### config.mk
export PLATFORM = sky130hd
export DESIGN_NAME = branch_controller
export DESIGN_NICKNAME = d
export VERILOG_FILES = /design/src/rtl/branch_controller.sv
export SDC_FILE = /design/constraint.sdc
export NUM_CORES = 1
export LEC_CHECK = 0
export BUFFER_PORTS_ARGS = -buffer_cell sky130_fd_sc_hd__clkbuf_2
export CORE_MARGIN = 3
export CORE_UTILIZATION = 40
export CTS_CLUSTER_DIAMETER = 80
export DETAILED_ROUTE_END_ITERATION = 16
export GPL_ROUTABILITY_DRIVEN = 0
export MAX_ROUTING_LAYER = met4
export SLEW_MARGIN = 25
export SYNTH_ARGS = -nofsm -noshare
export SYNTH_HDL_FRONTEND = slang
export SYNTH_SLANG_ARGS = --single-unit
### constraint.sdc
create_clock -name clock -period 4.08 [get_ports clock]
set_input_delay 0.612 -clock clock [delete_from_list [all_inputs] [get_ports clock]]
set_output_delay 0.612 -clock clock [all_outputs]
set_load 0.05 [all_outputs]
### src/rtl/branch_controller.sv
// Branch hazard controller: 2-bit saturating BHT for fetch-time direction
// prediction, mispredict detection against the EX-stage resolved direction,
// recovery sequencing (PC redirect then multi-cycle IF/ID + ID/EX flush),
// and saturating performance counters.
module branch_controller #(
  parameter int IDX_W        = 4,
  parameter int FLUSH_CYCLES = 2,
  parameter int CNT_W        = 16
) (
  input  logic             clock,
  input  logic             reset,
  input  logic [31:0]      fetch_pc,
  input  logic             fetch_is_branch,
  output logic             predict_taken,
  input  logic             ex_valid,
  input  logic             ex_is_branch,
  input  logic             ex_branch_taken,
  input  logic             ex_predicted,
  input  logic [31:0]      ex_pc,
  input  logic [31:0]      ex_target,
  output logic             redirect_valid,
  output logic [31:0]      redirect_pc,
  output logic             flush_if_id,
  output logic             flush_id_ex,
  output logic [CNT_W-1:0] branch_count,
  output logic [CNT_W-1:0] mispredict_count
);

  localparam int BHT_SIZE = 1 << IDX_W;
  // Down-counter only needs to hold FLUSH_CYCLES-2; keep at least one bit.
  localparam int FC_W     = (FLUSH_CYCLES > 2) ? $clog2(FLUSH_CYCLES) : 1;

  typedef enum logic [1:0] {
    IDLE     = 2'd0,
    REDIRECT = 2'd1,
    FLUSH    = 2'd2
  } state_t;

  state_t           state;
  logic [FC_W-1:0]  flush_cnt;
  logic [1:0]       bht [BHT_SIZE];

  logic [IDX_W-1:0] fetch_idx;
  logic [IDX_W-1:0] ex_idx;
  logic             resolve;
  logic             mispredict;

  // Word-aligned PCs: drop the byte offset, take the next IDX_W bits.
  assign fetch_idx = fetch_pc[IDX_W+1:2];
  assign ex_idx    = ex_pc[IDX_W+1:2];

  // Fetch PC bits outside the index field do not participate in prediction.
  logic unused_fetch_pc_bits;
  assign unused_fetch_pc_bits = ^{fetch_pc[31:IDX_W+2], fetch_pc[1:0]};

  // Array read sees the pre-update value when read and update hit the same entry.
  assign predict_taken = fetch_is_branch & bht[fetch_idx][1];

  // Anything arriving in EX while recovering is wrong-path and must be ignored.
  assign resolve    = ex_valid & ex_is_branch & (state == IDLE);
  assign mispredict = resolve & (ex_branch_taken != ex_predicted);

  // BHT: 2-bit saturating counters trained by resolved branches.
  // NOTE: the table is reset entry-by-entry because every counter must start
  // at weak-not-taken; this makes it flops, not an inferable RAM.
  always_ff @(posedge clock or posedge reset) begin
    if (reset) begin
      for (int i = 0; i < BHT_SIZE; i++) begin
        bht[IDX_W'(i)] <= 2'b01;
      end
    end else if (resolve) begin
      if (ex_branch_taken) begin
        if (bht[ex_idx] != 2'b11) bht[ex_idx] <= bht[ex_idx] + 2'd1;
      end else begin
        if (bht[ex_idx] != 2'b00) bht[ex_idx] <= bht[ex_idx] - 2'd1;
      end
    end
  end

  // Performance counters: saturate at all-ones rather than wrap.
  always_ff @(posedge clock or posedge reset) begin
    if (reset) begin
      branch_count     <= '0;
      mispredict_count <= '0;
    end else begin
      if (resolve && (branch_count != '1)) begin
        branch_count <= branch_count + CNT_W'(1);
      end
      if (mispredict && (mispredict_count != '1)) begin
        mispredict_count <= mispredict_count + CNT_W'(1);
      end
    end
  end

  // Recovery FSM with registered redirect/flush outputs.
  // NOTE: outputs are assigned on the transition into each state so they are
  // flops aligned with the state register, never decoded combinationally.
  always_ff @(posedge clock or posedge reset) begin
    if (reset) begin
      state          <= IDLE;
      flush_cnt      <= '0;
      redirect_valid <= 1'b0;
      redirect_pc    <= '0;
      flush_if_id    <= 1'b0;
      flush_id_ex    <= 1'b0;
    end else begin
      case (state)
        IDLE: begin
          if (mispredict) begin
            state          <= REDIRECT;
            redirect_valid <= 1'b1;
            flush_if_id    <= 1'b1;
            flush_id_ex    <= 1'b1;
            // Taken-but-predicted-NT goes to target; the reverse falls through.
            redirect_pc    <= ex_branch_taken ? ex_target : (ex_pc + 32'd4);
          end
        end
        REDIRECT: begin
          redirect_valid <= 1'b0;
          if (FLUSH_CYCLES == 1) begin
            state       <= IDLE;
            flush_if_id <= 1'b0;
            flush_id_ex <= 1'b0;
          end else begin
            state     <= FLUSH;
            flush_cnt <= FC_W'(FLUSH_CYCLES - 2);
          end
        end
        FLUSH: begin
          if (flush_cnt == '0) begin
            state       <= IDLE;
            flush_if_id <= 1'b0;
            flush_id_ex <= 1'b0;
          end else begin
            flush_cnt <= flush_cnt - FC_W'(1);
          end
        end
        default: begin
          state          <= IDLE;
          redirect_valid <= 1'b0;
          flush_if_id    <= 1'b0;
          flush_id_ex    <= 1'b0;
        end
      endcase
    end
  end

endmodule
==> results of run 1 <==
routing by layer:
metal	GRT usage, %	vias to the layer above	share of wire (%)
met5	-	-	0
met4	7.820	0	2.7
met3	2.379	23	4.3
met2	28.58	130	48
met1	23.84	2137	45
li1	-	2099	-
cell type report:
class,count,area share [%]
repair buffers,148,11.40
inverters,13,0.7513
well taps,176,3.306
multi-input cells,372,41.13
clock inverters,6,1.052
clock buffers,10,3.437
flip-flops and latches,100,38.92
kinds of logic (layout without fill, tap and decap cells):
group | Yosys count | count (layout) | share of synthesized area [%]
multiplexers | 38 | 38 | 10.59
flip-flops | 100 | 100 | 47.10
AND/OR/NAND/NOR | 187 | 187 | 19.41
buffers and inverters | 37 | 177 | 3.114
XOR/XNOR | 57 | 57 | 9.070
adder cells (fa/ha/maj) | 8 | 8 | 1.819
AO/OA/AOI/OAI | 82 | 82 | 8.888
power by group:
part / internal [mW] / total (mW) / switching, mW
clock network: 0.485 / 0.886 / 0.402
logic: 0.322 / 1.15 / 0.831
registers: 1.22 / 1.37 / 0.151
worst max-delay path: stages:
cell      delay (ps)
clkbuf_2         330
mux4_1           620
mux4_2           500
ha_1             190
mux2i_1          210
nand3_1          220
nor2_1           400
and2_1           210
path summary, 6_finish.rpt:
kind	to	slack (ps)	depth (start not counted)
max	flip-flop	850	8
min	mispredict_count[4]	180	2
max reg2reg	flip-flop	1160	7
min reg2reg	redirect_valid	470	1
min in group clock	redirect_valid	470	1
max in group asynchronous	branch_count[12]	2960	3
stage by stage:
stage / utilization (%) / cells / hold slack [ps] / area (um2) / setup slack, ps
2_1_floorplan: - / 509 / 423.2 / 5504 / 536.2
3_3_place_gp: 47.64 / 809 / 443.8 / 6359 / 549.2
3_5_place_dp: 47.64 / 809 / 454.1 / 6359 / 489.1
4_1_cts: 49.88 / 825 / 166.1 / 6658 / 856.1
5_1_grt: 49.91 / 825 / 184.3 / 6661 / 671.4
6_report: 49.91 / 825 / 175.1 / 6661 / 846.5
placed cells by master (no fill, tap or decap), types with 3 or more instances in the layout:
master	count
nor4_4	3
nor2_1	35
o22ai_1	8
dfstp_2	8
o21ai_0	19
o21ai_1	13
a31oi_1	6
nand4_1	15
nor2b_1	3
mux2_1	13
inv_6	4
buf_4	5
nand2_1	44
ha_1	8
and3_1	14
xor2_1	28
and4_1	3
mux4_1	5
mux2i_1	8
nand3_1	23
edfxtp_1	16
clkbuf_16	9
dfrtp_1	76
a21oi_1	25
mux4_2	8
nor3_1	3
clkbuf_2	142
mux2_2	4
and2_1	23
xnor2_1	29
inv_1	11
==> metrics.md, run 1 <==
| Metric | Value |
|---|---|
| Status | `completed` |
| Top cell type's share of synthesized area | `34.55%` |
| DR vias | `4389` |
| Total track usage | `18.21%` |
| Initial Util | `41.24%` |
| Worst-path clk slew | `70 ps` |
| Initial antenna violation count | `0` |
| Worst-path fanout max | `13` |
| Leak | `3.055 nW` |
| Via density | `5.320` |
| # hold bufs at CTS | `0` |
| Post-route minimum period | `3233 ps` |
| Worst hold path type | `in -> async` |
| TritonCTS Buffers | `9` |
| Synth Instances | `509` |
| Fraction of final layout cells sized beyond drive strength 1 | `31.12%` |
| Worst VDD drop | `0.0001872 V` |
| CTS tree | `yes` |
| Final HPWL DP | `9917 um` |
| Synth area leader | `dfrtp_1` |
| Routed wire length | `13670 um` |
| Initial DRC count | `204` |
| PortBufs | `142` |
| Rows | `42` |
| Die footprint | `15200 um2` |
| Max Cap Viol | `0` |
| Final ANT Viol Nets | `0` |
| Synth warn | `0` |
| # fillers | `1248` |
| Req. time, crit path | `4150 ps` |
| Resized Gates After CTS | `0` |
| Setup violators final | `0` |
| EDFF count, synth | `16` |
| CP startpoint | `ex_pc[2]` |
| Tightest Pin Transition | `678.3 ps` |
| Area of the multi-input gates | `2740 um2` |
| Crit share post-route | `79.25%` |
| CP arrival | `3300 ps` |
| Rel. slew slack | `54.78%` |
| GRT overflow | `0` |
| Most frequent cells after synthesis | `76 x dfrtp_1, 44 x nand2_1, 35 x nor2_1` |
| Sum Neg Setup Slack | `0 ps` |
| DRC Markers | `0` |
| Clk_lat worst skew | `340 ps` |
| Layout Skew | `5.961 ps` |
| Die height | `123.3 um` |
| Clock root cell | `clkbuf_16` |
| Max Fclk | `0.3093 GHz` |
| Most used DFF post-synth | `dfrtp_1` |
| Vias in the first global route | `4134` |
| Largest net degree at the start of global routing | `73` |
| Setup bufs post-CTS | `0` |
| Fin. Hold Viols | `0` |
| Cell with the most instances after synthesis | `dfrtp_1` |
| Synth cell types | `59` |
| Post-synthesis async set-or-reset flop share | `84.00%` |
| Core ar. | `13350 um2` |
| Area grow syn2layout | `21.03%` |
| Synth Net Count | `620` |
| Startpoint Class | `input pin` |
| Reg2reg start | `bht[29]` |
| Slew Viols, Final | `0` |
| Nets | `755` |
| Maximum clock path buffer count | `2` |
| Clock Sinks | `100` |
| First-pass GRT wire length | `20940 um` |
| Flops & latches, synth | `100` |
| Die Wd | `123.3 um` |
| Syn avg cell area | `10.81 um2` |
| CTS HTree Levels | `3` |
| Power Total | `3.407 mW` |
| Crit. End Element | `flip-flop` |
| ANT cells | `0` |
| RSZ-0062 raised after global routing | `no` |
| PD cells | `511.5 nW/um2` |
| Setup CP Type | `in -> reg` |
| FF+latch area | `2592 um2` |
| Seq/Total Area, Yosys | `47.10%` |
| Io pins | `171` |
| Mapped cell area | `5504 um2` |
| DR pass1 iterations | `4` |
| Synth area leaders | `dfrtp_1 35%, edfxtp_1 8.7%, xnor2_1 4.6%` |
| Routed len/inst | `16.57 um` |
Note: power is estimated with default switching activity, not from simulation.
==> run 2: changes to the inputs <==
clock period = 3 ns   (was 4.08 ns; I/O delays follow)
==> run 2 against run 1 <==
  * Power grew 38%
  * Sequential share of layout area shrank 0.81 points
  * Count of clock-buffer cells in the layout rose by 2
  * Die area is the same
==> metrics.md, run 2 (synthesis results as in run 1) <==
| Metric | Value |
|---|---|
| Status | `completed` |
| WHS | `282.6 ps (+107.5 ps)` |
| Layout Skew | `5.926 ps (-0.03497 ps)` |
| Io pins | `171 (unchanged)` |
| Initial Util | `41.24% (unchanged)` |
| Rel. slew slack | `59.98% (+5.2 points)` |
| Setup bufs post-CTS | `0 (unchanged)` |
| Worst hold path type | `in -> async` |
| Final ANT Viol Nets | `0 (unchanged)` |
| Routed wire length | `13710 um (+0.28%)` |
| Utilization after layout | `50.97% (+1.1 points)` |
| RSZ-0062 raised after global routing | `no` |
| Fin. Hold Viols | `0 (unchanged)` |
| Startpoint Class | `input pin` |
| # hold bufs at CTS | `0 (unchanged)` |
| Req. time, crit path | `3220 ps (-930 ps)` |
| Initial DRC count | `198 (-2.9%)` |
| Fraction of final layout cells sized beyond drive strength 1 | `32.78% (+1.7 points)` |
| Crit share post-route | `93.88%` |
| Worst-path fanout max | `7 (-6)` |
| Vias in the first global route | `4270 (+3.3%)` |
| Setup CP Type | `in -> reg` |
| CTS HTree Levels | `3 (unchanged)` |
| Die height | `123.3 um (unchanged)` |
| Area grow syn2layout | `23.60%` |
| Max Fclk | `0.3551 GHz` |
| Slew Viols, Final | `0 (unchanged)` |
| Fin area | `6803 um2 (+2.1%)` |
| Total track usage | `18.82% (+0.61 points)` |
| Most frequent cells in the layout | `142 x clkbuf_2, 76 x dfrtp_1, 44 x nand2_1` |
| # fillers | `1250 (+0.16%)` |
| Die footprint | `15200 um2 (unchanged)` |
| Via density | `5.263 (-1.1%)` |
| Nets | `771 (+2.1%)` |
| GRT overflow | `0 (unchanged)` |
| Worst VDD drop | `0.0003264 V (+74%)` |
| First-pass GRT wire length | `21710 um (+3.7%)` |
| Clock root cell | `clkbuf_16` |
| Commonest non-fill, non-tap cell in the layout | `clkbuf_2` |
| Setup violators final | `0 (unchanged)` |
| PortBufs | `142 (unchanged)` |
| CP arrival | `3040 ps (-260 ps)` |
| Final HPWL DP | `10120 um (+2.1%)` |
| Die Wd | `123.3 um (unchanged)` |
| Clock Sinks | `100 (unchanged)` |
| DR vias | `4426 (+0.84%)` |
| Tightest Pin Transition | `595.9 ps (-82.45 ps)` |
| DRC Markers | `0 (unchanged)` |
| Leak | `3.138 nW (+2.7%)` |
| Largest net degree at the start of global routing | `46 (-37%)` |
| Worst-path clk slew | `60 ps (about the same)` |
| Post-route minimum period | `2816 ps` |
| PD cells | `691.3 nW/um2 (+35%)` |
| Max Cap Viol | `0 (unchanged)` |
| Placed Area | `6481 um2 (+1.9%)` |
| Clk_lat worst skew | `350 ps (about the same)` |
| TritonCTS Buffers | `9 (unchanged)` |
| Maximum clock path buffer count | `2 (unchanged)` |
| Crit. End Element | `flip-flop` |
| Rows | `42 (unchanged)` |
| DR pass1 iterations | `4 (unchanged)` |
| Core ar. | `13350 um2 (unchanged)` |
| CTS tree | `yes` |
| ANT cells | `0 (unchanged)` |
| Routed len/inst | `16.30 um (-1.6%)` |
| Resized Gates After CTS | `0 (unchanged)` |
| Initial antenna violation count | `0 (unchanged)` |
[run 2: worst paths after layout]
path / startpoint / endpoint / slack, ps / cells past startpoint
worst max register to register: bht[29] / bht[21] / 220 / 8
worst max-delay path: ex_pc[2] / bht[21] / 180 / 11
worst min-delay path: reset / redirect_pc[2] / 280 / 3
worst min register to register: state[1] / state[1] / 460 / 1
max in group asynchronous: reset / redirect_pc[10] / 2260 / 3
min in group clock: ex_target[23] / redirect_pc[23] / 380 / 3
[run 2: worst max-delay path, cell delays in order]
cell      delay [ps]
clkbuf_2         210
buf_4            160
mux4_1           520
mux2_2           290
o21a_1           170
ha_1             190
mux2i_1          210
nand2_2          100
nor3b_2          260
nand2_1          140
mux2_1           330
[run 2: metrics by stage]
stage / TNS [ps] / instances / setup WS (ps) / power (mW)
final: 0 / 841 / 183.7 / 4.703
after global routing: 0 / 841 / 15.49 / 4.962
after CTS: 0 / 841 / 188.6 / 4.753
after detailed placement: -3109 / 825 / -177.4 / 3.489
after global placement: -1964 / 825 / -146.9 / 3.452
after floorplan: 0 / 509 / 135.1 / 3.017
[run 2: cell type report]
class	instances	area, um2	area share [%]
sequential	100	2592	38.11
clock buffer	12	267.8	3.936
timing repair buffer	164	875.8	12.87
multi-input combinational	372	2740	40.28
inverter	13	52.55	0.7725
clock inverter	4	53.80	0.7909
tap	176	220.2	3.237
[run 2: routing by layer]
layer	global-route usage (%)	up-vias	part of all wire (%)
li1	-	2124	-
met1	24.22	2158	44
met2	30.04	121	50
met3	2.882	23	3.8
met4	7.474	0	2.6
met5	-	-	0
[run 2: where the power goes]
part | internal [mW] | switching, mW
combinational | 0.454 | 1.13
clock | 0.726 | 0.522
sequential | 1.66 | 0.212
==> run 3: changes to the inputs <==
ABC_AREA = 1   (was not set)
==> run 3 against run 2 <==
  * Via count grew 39%
  * Clock skew hardly changed
  * First-iteration DRC count increased by 68%
  * Synthesized cell count increased by 81%
  * Die area is 13% higher
  * Critical path depth increased by 6
  * Wire length is 25% higher
==> metrics.md, run 3 <==
| Metric | Value |
|---|---|
| Status | `completed` |
| Initial antenna violation count | `0 (unchanged)` |
| ANT cells | `0 (unchanged)` |
| Commonest non-fill, non-tap cell in the layout | `nand2_1` |
| CP cell instances | `clkbuf_2, buf_4, nand2_1, nand2_1, nand2_1, o21ai_0, nand2_1, nand2_1, nor2_4, inv_1, ha_1, mux2i_1, nand2_1, inv_2, nand2_1, buf_4, nor2_1` |
| Fin. Hold Viols | `0 (unchanged)` |
| Top cell type's share of synthesized area | `30.29% (-4.3 points)` |
| Rows | `45 (+7.1%)` |
| Most frequent cells in the layout | `313 x nand2_1, 162 x nor2_1, 142 x clkbuf_2` |
| Clk_lat worst skew | `350 ps (about the same)` |
| Flops & latches, synth | `100 (unchanged)` |
| Max Cap Viol | `0 (unchanged)` |
| Reg2reg path depth | `13 (+5)` |
| Synth cell types | `40 (-32%)` |
| Synth area leaders | `dfrtp_1 30%, nand2_1 19%, nor2_1 9.7%` |
| Compound-Gate Fraction of Synth Area | `8.350% (-0.54 points)` |
| Syn avg cell area | `6.817 um2 (-37%)` |
| Utilization after layout | `49.20% (-1.8 points)` |
| Synth Net Count | `1032 (+66%)` |
| Synth warn | `0 (unchanged)` |
| Max Fclk | `0.4056 GHz (+14%)` |
| Dpl ws | `189.6 ps (+367.0 ps)` |
| Slew Viols, Final | `0 (unchanged)` |
| Area of the multi-input gates | `3224 um2 (+18%)` |
| Die footprint | `17240 um2 (+13%)` |
| DR vias | `6147 (+39%)` |
| Post-synthesis async set-or-reset flop share | `84.00% (unchanged)` |
| Top cell by count, worst path | `nand2_1` |
| Rel. slew slack | `59.86% (-0.12 points)` |
| Req. time, crit path | `3050 ps (-170 ps)` |
| Cell with the most instances after synthesis | `nand2_1` |
| Tightest Pin Transition | `601.5 ps (+5.596 ps)` |
| Via density | `4.821 (-8.4%)` |
| Placed cells | `1259 (+53%)` |
| DR pass1 iterations | `5 (+1)` |
| Seq/Total Area, Yosys | `41.29% (-5.8 points)` |
| Setup bufs post-CTS | `0 (unchanged)` |
| Post-Layout Cell Count | `1275 (+52%)` |
| Initial Util | `41.15% (-0.087 points)` |
| Worst-path clk slew | `70 ps (about the same)` |
| Worst Setup Slack, final | `534.8 ps (+351.1 ps)` |
| PD cells | `626.6 nW/um2 (-9.4%)` |
| Vias in the first global route | `5713 (+34%)` |
| Maximum clock path buffer count | `2 (unchanged)` |
| Area grow syn2layout | `19.57%` |
| Routed wire length | `17120 um (+25%)` |
| Total track usage | `20.53% (+1.7 points)` |
| Synth Instances | `921 (+81%)` |
| Crit. End Element | `flip-flop` |
| EDFF count, synth | `16 (unchanged)` |
| Largest family of logic cells by synthesized area | `simple AND/OR/NAND/NOR gates` |
| # fillers | `1590 (+27%)` |
| Post-synthesis xor/xnor area fraction | `3.627% (-5.4 points)` |
| Sum Neg Setup Slack | `0 ps (unchanged)` |
| Resized Gates After CTS | `0 (unchanged)` |
| First-pass GRT wire length | `28280 um (+30%)` |
| Die height | `131.3 um (+6.5%)` |
| Worst hold path type | `in -> async` |
| RSZ-0062 raised after global routing | `no` |
| CTS tree | `yes` |
| Clock root cell | `clkbuf_16` |
| Synth area leader | `dfrtp_1` |
| Setup CP Type | `in -> reg` |
| Startpoint Class | `input pin` |
| Post-Synth Adder-Cell Area | `1.594% (-0.22 points)` |
| Clock Sinks | `100 (unchanged)` |
| # hold bufs at CTS | `0 (unchanged)` |
| DRC Markers | `0 (unchanged)` |
| Most used DFF post-synth | `dfrtp_1` |
| Routed len/inst | `13.43 um (-18%)` |
| FF+latch area | `2592 um2 (unchanged)` |
| Worst-path fanout max | `16 (+9)` |
| CTS HTree Levels | `3 (unchanged)` |
| Simple-gate share of the synthesized area | `37.62% (+18 points)` |
| Crit share post-route | `82.17% (-12 points)` |
| Setup slack, reg-to-reg | `650 ps (+430 ps)` |
| Leak | `3.666 nW (+17%)` |
| Core ar. | `15260 um2 (+14%)` |
| Post-route minimum period | `2465 ps (-351.1 ps)` |
| Initial DRC count | `332 (+68%)` |
| Final HPWL DP | `13130 um (+30%)` |
| TritonCTS Buffers | `9 (unchanged)` |
| Fraction of final layout cells sized beyond drive strength 1 | `18.70% (-14 points)` |
| Critical Path Max Stage Delay | `250 ps (-270 ps)` |
| PortBufs | `142 (unchanged)` |
| Largest net degree at the start of global routing | `49 (+6.5%)` |
| Final ANT Viol Nets | `0 (unchanged)` |
| GRT overflow | `0 (unchanged)` |
| Mapped cell area | `6279 um2 (+14%)` |
| Nets | `1170 (+52%)` |
| Die Wd | `131.3 um (+6.5%)` |
| Layout Skew | `6.170 ps (+0.2439 ps)` |
| Most frequent cells after synthesis | `313 x nand2_1, 162 x nor2_1, 77 x inv_1` |
| CP arrival | `2520 ps (-520 ps)` |
| Worst VDD drop | `0.0002938 V (-10%)` |
| Io pins | `171 (unchanged)` |
| Setup violators final | `0 (unchanged)` |
| Post-synthesis mux area share | `0.1594% (-10 points)` |
| CP max stage cell | `nor2_4` |
-- run 3: changes by cell type after synthesis, sizes merged, moves of 28 or more --
cell   delta
o21ai    +28
inv      +70
nand2   +271
nor2    +134
nand3    +36
-- run 3: through the flow --
stage | power [mW] | cell area [um2] | hold WS [ps]
after global routing | 4.972 | 7507 | 47.74
after global placement | 3.529 | 7208 | 423.9
after CTS | 4.755 | 7507 | 40.81
after detailed placement | 3.548 | 7208 | 421.2
after floorplan | 3.088 | 6282 | 418.0
final | 4.704 | 7507 | 39.40
-- run 3: cell families (layout without fill, tap and decap cells) --
group / count (synthesis) / after routing
AOI/OAI and AO/OA: 100 / 100
xor gates and xnor gates: 26 / 26
adders and majority gates: 8 / 8
buffers and inverters: 111 / 254
DFF: 100 / 100
muxes: 1 / 1
and+or+nand+nor: 575 / 575
-- run 3: power by group --
part | switching, mW | internal (mW)
Sequential | 0.211 | 1.65
Clock | 0.538 | 0.652
Combinational | 1.24 | 0.417
-- run 3: worst max path at each step --
stage	startpoint	end	slack (ps)	cells past startpoint
floorplan	reset	flip-flop	370	4
global placement	ex_pc[2]	flip-flop	260	17
detailed placement	ex_pc[2]	flip-flop	190	17
CTS	ex_pc[2]	flip-flop	530	17
global route	ex_pc[2]	flip-flop	230	16
finish	ex_pc[2]	flip-flop	530	17
-- run 3: final cells by class --
class	count	area share [%]
Inverter	84	4.350
Sequential cell	100	34.53
Clock buffer	9	3.000
Tap cell	211	3.517
Multi-Input combinational cell	710	42.95
Clock inverter	7	0.9833
Timing Repair Buffer	154	10.67
-- run 3: worst max-delay path: cells and delay by family --
kind	cells	cell delay, ps
buf+inv	5	790
compound gates	1	70
simple gates	9	870
mux	1	130
fa+ha+maj	1	190
-- run 3: metal layers --
metal | track usage (%) | wire length (um)
met1 | 28.76 | 8412
met4 | 5.659 | 261
met5 | - | 0
met3 | 4.364 | 1045
met2 | 30.33 | 7398
